===== config.mk =====
export PLATFORM = sky130hd
export DESIGN_NAME = axis2cells
export DESIGN_NICKNAME = d
export VERILOG_FILES = /design/src/rtl/conware_pkg.sv /design/src/rtl/axis2cells_pixel_decode.sv /design/src/rtl/axis2cells.sv
export SDC_FILE = /design/constraint.sdc
export NUM_CORES = 1
export LEC_CHECK = 0
export BUFFER_PORTS_ARGS = -buffer_cell sky130_fd_sc_hd__buf_2
export CAP_MARGIN = 30
export CORE_MARGIN = 2
export CORE_UTILIZATION = 43
export DETAILED_ROUTE_END_ITERATION = 16
export PLACE_DENSITY = 0.88
export SLEW_MARGIN = 15
export SYNTH_ARGS = -nofsm -noshare
export SYNTH_HDL_FRONTEND = slang
export SYNTH_HIERARCHICAL = 1
export SYNTH_SLANG_ARGS = --single-unit

===== constraint.sdc =====
create_clock -name clk -period 2.4 [get_ports clk]
set_clock_uncertainty 0.15 [all_clocks]
set_input_delay 0.72 -clock clk [delete_from_list [all_inputs] [get_ports clk]]
set_output_delay 0.72 -clock clk [all_outputs]
set_load 0.01 [all_outputs]

===== src/rtl/conware_pkg.sv =====
// conware_pkg: shared types and default sizes for the conware cell/pixel converters
package conware_pkg;
  typedef enum logic {FILL, HOLD} state_t;
  localparam int DEF_DWIDTH = 32;
  localparam int DEF_WIDTH  = 4;
  localparam int WC_W       = 16;
endpackage


===== src/rtl/axis2cells_pixel_decode.sv =====
// pixel_decode: a pixel is a live cell only on an exact match with alive_color
module pixel_decode #(
  parameter int DWIDTH = 32
) (
  input  logic [DWIDTH-1:0] pixel,
  input  logic [DWIDTH-1:0] alive_color,
  output logic              alive
);
  assign alive = (pixel == alive_color);
endmodule


===== src/rtl/axis2cells.sv =====
// axis2cells: packs WIDTH AXIS pixels into one cell word, flags short/long packets
module axis2cells
  import conware_pkg::*;
#(
  parameter int DWIDTH = DEF_DWIDTH,
  parameter int WIDTH  = DEF_WIDTH
) (
  input  logic              clk,
  input  logic              rst,
  input  logic [DWIDTH-1:0] alive_color,
  input  logic [DWIDTH-1:0] S_AXIS_TDATA,
  input  logic              S_AXIS_TVALID,
  output logic              S_AXIS_TREADY,
  input  logic              S_AXIS_TLAST,
  input  logic [3:0]        S_AXIS_TKEEP,
  input  logic [3:0]        S_AXIS_TSTRB,
  output logic [WIDTH-1:0]  out_data,
  output logic              out_valid,
  input  logic              out_ready,
  output logic              tlast_err,
  output logic [WC_W-1:0]   word_count
);
  localparam int CW = $clog2(WIDTH);
  localparam logic [CW-1:0] LAST = CW'(WIDTH - 1);
  state_t state_q, state_d;
  logic [CW-1:0] cnt_q, cnt_d;
  logic [WIDTH-1:0] shift_q, shift_d, data_q, data_d, word;
  logic [WC_W-1:0] wc_q, wc_d;
  logic rdy_q, rdy_d, err_q, err_d, px, beat, is_last, pend;
  logic unused_side = ^{S_AXIS_TKEEP, S_AXIS_TSTRB};
  pixel_decode #(.DWIDTH(DWIDTH)) u_dec (
    .pixel      (S_AXIS_TDATA),
    .alive_color(alive_color),
    .alive      (px)
  );
  // ready is registered from the next state so it is low while in reset
  always_comb begin
    beat = S_AXIS_TVALID & rdy_q;
    is_last = (cnt_q == LAST);
    pend = beat & (is_last | S_AXIS_TLAST);
    word = shift_q;
    if (beat) word[cnt_q] = px;
    shift_d = pend ? '0 : word;
    cnt_d = pend ? '0 : cnt_q + CW'(beat);
    data_d = pend ? word : data_q;
    err_d = pend & (S_AXIS_TLAST ^ is_last);
    wc_d = wc_q + WC_W'(state_q == HOLD && out_ready);
    state_d = (state_q == FILL) ? (pend ? HOLD : FILL) : (out_ready ? FILL : HOLD);
    rdy_d = (state_d == FILL);
  end
  always_ff @(posedge clk or posedge rst) begin
    if (rst) begin
      state_q <= FILL;
      cnt_q <= '0;
      shift_q <= '0;
      data_q <= '0;
      wc_q <= '0;
      rdy_q <= 1'b0;
      err_q <= 1'b0;
    end else begin
      state_q <= state_d;
      cnt_q <= cnt_d;
      shift_q <= shift_d;
      data_q <= data_d;
      wc_q <= wc_d;
      rdy_q <= rdy_d;
      err_q <= err_d;
    end
  end
  assign S_AXIS_TREADY = rdy_q;
  assign out_valid = (state_q == HOLD);
  assign out_data = data_q;
  assign tlast_err = err_q;
  assign word_count = wc_q;
endmodule


# Word level (Yosys, flattened, before mapping)
# Cells that the tools add are included.
[word_totals]
elab_cells = 30
reg_bits = 29
output_inout_bits = 23
[op_classes]
order_cmp = 2
mux = 9
eq_ne = 2
n_addsub = 2
reduce_logical = 2
n_bitwise = 6
[ops]
columns = ["op", "count"]
rows = [
  ["$eq A32 B32 Y1", 1],
  ["$add A16 B1 Y16", 1],
  ["$mux W4", 2],
  ["$bwmux W4", 1],
  ["$mux W1", 4],
  ["$and A1 B1 Y1", 3],
  ["$lt A2 B3 Y1 const B", 1],
  ["$add A2 B1 Y2", 1],
  ["$demux W1 S2", 1],
  ["$eq A2 B2 Y1 const B", 1],
  ["$ge A2 B1 Y1 const B", 1],
  ["$logic_and A1 B1 Y1", 2],
  ["$mux W2", 1],
  ["$not A1 Y1", 1],
  ["$or A1 B1 Y1", 1],
  ["$xor A1 B1 Y1", 1],
]

# Longest topological paths before layout
[logic_depth]
word_depth = 7
depth_mapped = 6

# Cells and area by module
# Netlist, hierarchy kept.
[by_module_without_submodules]
columns = ["module", "area_per_inst_um2", "cells_per_inst", "instances"]
rows = [
  ["axis2cells", 1326.3, 115, 1],
  ["pixel_decode", 346.6, 43, 1],
]

# Worst setup path after synthesis
# OpenSTA, ideal clock, no wires.
[synth_path]
path_kind = "in2reg"
startpoint = "input alive_color[31]"
endpoint = "register shift_q[0]"
arrival_ns = 1.821
stages = 6
t_required_ns = 2.154
setup_slack_ns = 0.333
path_cell_list = "xor2_1 -> nor4_1 -> nand4_1 -> nor2_1 -> nand4_1 -> o31ai_1"
[synth_via]
elab_chain_len = 4
[synth_lines]
columns = ["element", "line", "rtl"]
rows = [
  ["start: declaration", "axis2cells.sv:10", "input logic [DWIDTH-1:0] alive_color,"],
  ["$eq A32 B32 Y1", "axis2cells_pixel_decode.sv:9", "assign alive = (pixel == alive_color);"],
  ["via px", "axis2cells.sv:29", "logic rdy_q, rdy_d, err_q, err_d, px, beat, is_last, pend;"],
  ["$bwmux W4", "axis2cells.sv:42", "if (beat) word[cnt_q] = px;"],
  ["$mux W4", "axis2cells.sv:42", ""],
  ["$mux W4", "axis2cells.sv:43", "shift_d = pend ? '0 : word;"],
  ["via shift_d[0]", "axis2cells.sv:27", "logic [WIDTH-1:0] shift_q, shift_d, data_q, data_d, word;"],
  ["end signal: assignment", "axis2cells.sv:63", "shift_q <= shift_d;"],
  ["end: declaration", "axis2cells.sv:27", ""],
]
# The timed path passes the listed nets, and every way through them passes these cells.
# A chain may end at the register's enable or synchronous reset.

# Final worst setup path
[layout_path]
startpoint = "input alive_color[15]"
endpoint = "register shift_q[0]"
# Same word-level chain as after synthesis.

==> run_summary.xml <==
<?xml version="1.0" encoding="UTF-8"?>
<metrics>
  <group name="logic_synthesis">
    <metric name="synth_seq_cells" unit="">29</metric>
    <metric name="syn_area" unit="mm²">0.001673</metric>
    <metric name="synthesis.yosys.warnings" unit="">6</metric>
    <metric name="asyncSetResetFlopFracSynth" unit="">1.000</metric>
    <metric name="synthDistinctLibCells" unit="">23</metric>
    <metric name="synthTopCellsByArea" unit="">dfrtp_1, xor2_1, ha_1</metric>
    <metric name="synth_largest_type_area_fraction" unit="">0.4338</metric>
    <metric name="synthFlopType" unit="">dfrtp_1</metric>
    <metric name="synth.avg_cell_area" unit="µm²">10.59</metric>
    <metric name="syn-num-nets" unit="">240</metric>
    <metric name="netlist.top_cell.by_area" unit="">dfrtp_1</metric>
    <metric name="synth.yosys.seq_area_share" unit="">0.4338</metric>
    <metric name="synth_edf_count" unit="">0</metric>
    <metric name="postSynthCellCount" unit="">158</metric>
  </group>
  <group name="final_layout">
    <metric name="final_net_count" unit="">340</metric>
    <metric name="share_of_final_layout_standard_cells_stronger_than_drive_strength_1" unit="">0.4247</metric>
    <metric name="area_growth_syn_to_layout" unit="%">38.67</metric>
    <metric name="final_util" unit="">0.6289</metric>
    <metric name="post-route-cell-area" unit="mm²">0.002320</metric>
    <metric name="diode_insertion_count_for_antenna_repair" unit="">0</metric>
  </group>
  <group name="grt">
    <metric name="grt_first_pass_wirelength" unit="mm">6.527</metric>
    <metric name="grt_max_degree" unit="">30</metric>
    <metric name="grt_use_total" unit="">0.1996</metric>
    <metric name="grt_antenna_before_repair" unit="">0</metric>
    <metric name="grt_pass1_vias" unit="">1561</metric>
    <metric name="overflow" unit="">0</metric>
  </group>
  <group name="worst_setup_path">
    <metric name="crit_cells" unit="">7</metric>
    <metric name="worst_path_max_delay_cell" unit="">nor4_1</metric>
    <metric name="critical_path.cell_chain" unit="">buf_2, xor2_1, nor4_1, nand4_1, nor2_1, nand4_1, o31ai_1</metric>
    <metric name="count_of_buffer_and_inverter_cells_on_the_critical_path" unit="">1</metric>
    <metric name="path_max_fanout" unit="">4</metric>
    <metric name="slowest_cell_delay_on_critical_path" unit="ps">290</metric>
    <metric name="ff2ff_path_depth" unit="">4</metric>
    <metric name="reg_to_reg_endpoint" unit="">S_AXIS_TREADY$_DFF_PP0_</metric>
    <metric name="cp-startpoint" unit="">alive_color[15]</metric>
    <metric name="cp-start-kind" unit="">primary input</metric>
    <metric name="critPathCapture" unit="">shift_q[0]$_DFF_PP0_</metric>
    <metric name="r2r_setup_slack" unit="ps">450</metric>
    <metric name="critPathTopFamily" unit="">simple AND/OR/NAND/NOR gates</metric>
    <metric name="critPathArrivalTime" unit="ps">2030</metric>
    <metric name="critPathMostFrequentCell" unit="">nand4_1</metric>
    <metric name="setup.worst_path.class" unit="">in -&gt; reg</metric>
    <metric name="worstPathRequired" unit="ps">2440</metric>
    <metric name="worst_setup_ep_type" unit="">flop</metric>
    <metric name="worst_r2r_startpoint" unit="">cnt_q[1]$_DFF_PP0_</metric>
  </group>
  <group name="power_and_ir_drop">
    <metric name="power_per_standard_cell_area" unit="mW/mm²">664.5</metric>
    <metric name="irDropWorstVdd" unit="mV">0.4059</metric>
    <metric name="p_leak" unit="µW">0.001258</metric>
  </group>
  <group name="floorplanning">
    <metric name="ioPinCount" unit="">100</metric>
    <metric name="rows" unit="">22</metric>
    <metric name="core_area" unit="mm²">0.003689</metric>
    <metric name="chipWidth" unit="µm">66.37</metric>
    <metric name="die-height" unit="µm">66.37</metric>
    <metric name="die-area" unit="mm²">0.004405</metric>
    <metric name="initial_utilization" unit="">0.4535</metric>
  </group>
  <group name="detailed_routing">
    <metric name="detail_route.iter0.violations" unit="">33</metric>
    <metric name="detailed_routing_iteration_count_for_the_pre_antenna_repair_pass" unit="">4</metric>
    <metric name="vias" unit="">1483</metric>
    <metric name="drt_total_wl" unit="mm">3.905</metric>
    <metric name="post_drt_wl_per_cell" unit="µm">12.72</metric>
    <metric name="via_density_per_instance" unit="">4.831</metric>
    <metric name="ant_nets" unit="">0</metric>
    <metric name="drc" unit="">0</metric>
  </group>
  <group name="timing">
    <metric name="maxSlewHeadroom" unit="">0.7602</metric>
    <metric name="report.final.setup_viol" unit="">0</metric>
    <metric name="timing.fmax" unit="GHz">0.5032</metric>
    <metric name="final_max_slew_viol_count" unit="">0</metric>
    <metric name="grt_setup_unrepaired" unit="">false</metric>
    <metric name="min_period_over_period" unit="">0.8280</metric>
    <metric name="timing.final.crit_period" unit="ps">1987</metric>
    <metric name="report.final.hold_viol_count" unit="">0</metric>
    <metric name="tightest_slew" unit="ps">359.6</metric>
    <metric name="fin_setup_tns" unit="ps">0</metric>
  </group>
  <group name="clocking">
    <metric name="cts_hold_repair.buffers" unit="">0</metric>
    <metric name="cts_htree_levels" unit="">2</metric>
    <metric name="cts_inserted_buffers" unit="">5</metric>
    <metric name="cts_root_buffer" unit="">clkbuf_8</metric>
    <metric name="clkSinkCount" unit="">29</metric>
    <metric name="cts_tree" unit="">built</metric>
    <metric name="clk_path_buf_depth" unit="">2</metric>
    <metric name="clock_insertion_delay_worst_skew" unit="ps">280</metric>
    <metric name="cts_post_setup_buffers_inserted" unit="">0</metric>
    <metric name="path_clk_slew" unit="ps">60</metric>
    <metric name="resized_after_cts" unit="">0</metric>
  </group>
  <group name="run">
    <metric name="cap_viol_max_count" unit="">0</metric>
  </group>
  <group name="outcome">
    <metric name="result_of_the_run" unit="">completed</metric>
  </group>
  <group name="placement">
    <metric name="place_area" unit="mm²">0.002203</metric>
    <metric name="gp_congestion" unit="">0.7997</metric>
    <metric name="dpl.hpwl" unit="mm">3.153</metric>
    <metric name="place.port_buffers" unit="">91</metric>
  </group>
  <group name="hold_path">
    <metric name="worstHoldPathType" unit="">reg -&gt; reg</metric>
  </group>
</metrics>
worst register-to-register path: stages (launching register included):
cell and delay (ps):
dfrtp_1 470, nand2_1 170, ha_1 300, nand3b_1 370, mux2_2 370
cells by family (layout without fill, tap and decap cells):
kind of cell / after synthesis / in the layout / synth area share
buffers and inverters: 10 / 111 / 0.02244
xor gates and xnor gates: 47 / 47 / 0.2461
adders and majority gates: 5 / 5 / 0.03740
and+or+nand+nor: 49 / 49 / 0.1855
DFF: 29 / 29 / 0.4338
AOI/OAI and AO/OA: 13 / 13 / 0.04413
muxes: 5 / 5 / 0.03067
worst min-delay path by stage:
stage	start	endpoint	slack, ps	cells past startpoint
2_1_floorplan	shift_q[0]$_DFF_PP0_	shift_q[0]$_DFF_PP0_	320	2
3_3_place_gp	word_count[15]$_DFF_PP0_	word_count[15]$_DFF_PP0_	300	1
3_5_place_dp	word_count[15]$_DFF_PP0_	word_count[15]$_DFF_PP0_	310	1
4_1_cts	word_count[15]$_DFF_PP0_	word_count[15]$_DFF_PP0_	320	1
5_1_grt	word_count[15]$_DFF_PP0_	word_count[15]$_DFF_PP0_	330	1
6_report	word_count[15]$_DFF_PP0_	word_count[15]$_DFF_PP0_	310	1
placed cells by master (no fill, tap or decap), drive strengths merged:
cell	count
o21ai	5
o21a	1
a21oi	3
o22ai	3
xnor2	5
clkbuf	7
nand2	10
nand3b	1
mux2i	4
o31ai	1
ha	5
inv	10
dfrtp	29
nor3	3
nand3	2
buf	93
and2	3
bufinv	1
nor4	12
nand4	8
mux2	1
xor2	42
nor2	8
nand2b	2
per-stage QoR:
step	cells	power, µW	hold slack (ps)	setup WS, ps
6_report	307	1541	311.0	412.8
5_1_grt	307	1631	329.8	277.6
4_1_cts	307	1557	315.7	396.3
3_5_place_dp	299	1031	307.6	85.18
3_3_place_gp	299	1006	302.9	100.8
2_1_floorplan	158	856.0	321.6	332.9
sequential cells by signal (all words and copies together) (netlist names):
register and flops:
cnt_q 2, S_AXIS_TREADY 1, word_count 16, out_data 4, tlast_err 1, out_valid 1, shift_q 4
metal layers:
| layer | track usage | wire length (µm) | share of wire |
|---|---|---|---|
| met1 | 0.2144 | 1531 | 0.39 |
| met2 | 0.3438 | 2077 | 0.53 |
| met3 | 0.05111 | 207 | 0.053 |
| met4 | 0.1301 | 88 | 0.023 |
| met5 | 0 | 0 | 0 |
cell usage after synthesis, types with 4 or more instances:
master	number
xor2_1	42
dfrtp_1	29
inv_1	10
nand2_1	10
nor2_1	8
nor4_1	8
ha_1	5
nand4_1	5
o21ai_0	5
xnor2_1	5
mux2i_1	4
nor4_2	4
final cells by class:
class / count / area [µm²]
clock buffer: 7 / 86.33
multi-input combinational: 119 / 909.6
tap: 48 / 60.06
clock inverter: 1 / 30.03
timing repair buffer: 93 / 470.5
fill: 324 / 1369
inverter: 10 / 37.54
sequential: 29 / 725.7
report_power, final:
group,switching [µW],internal [µW]
Clock,181,338
Sequential,101,556
Combinational,184,182
Total,465,1080
No activity file was read; power rests on OpenSTA's default activity.
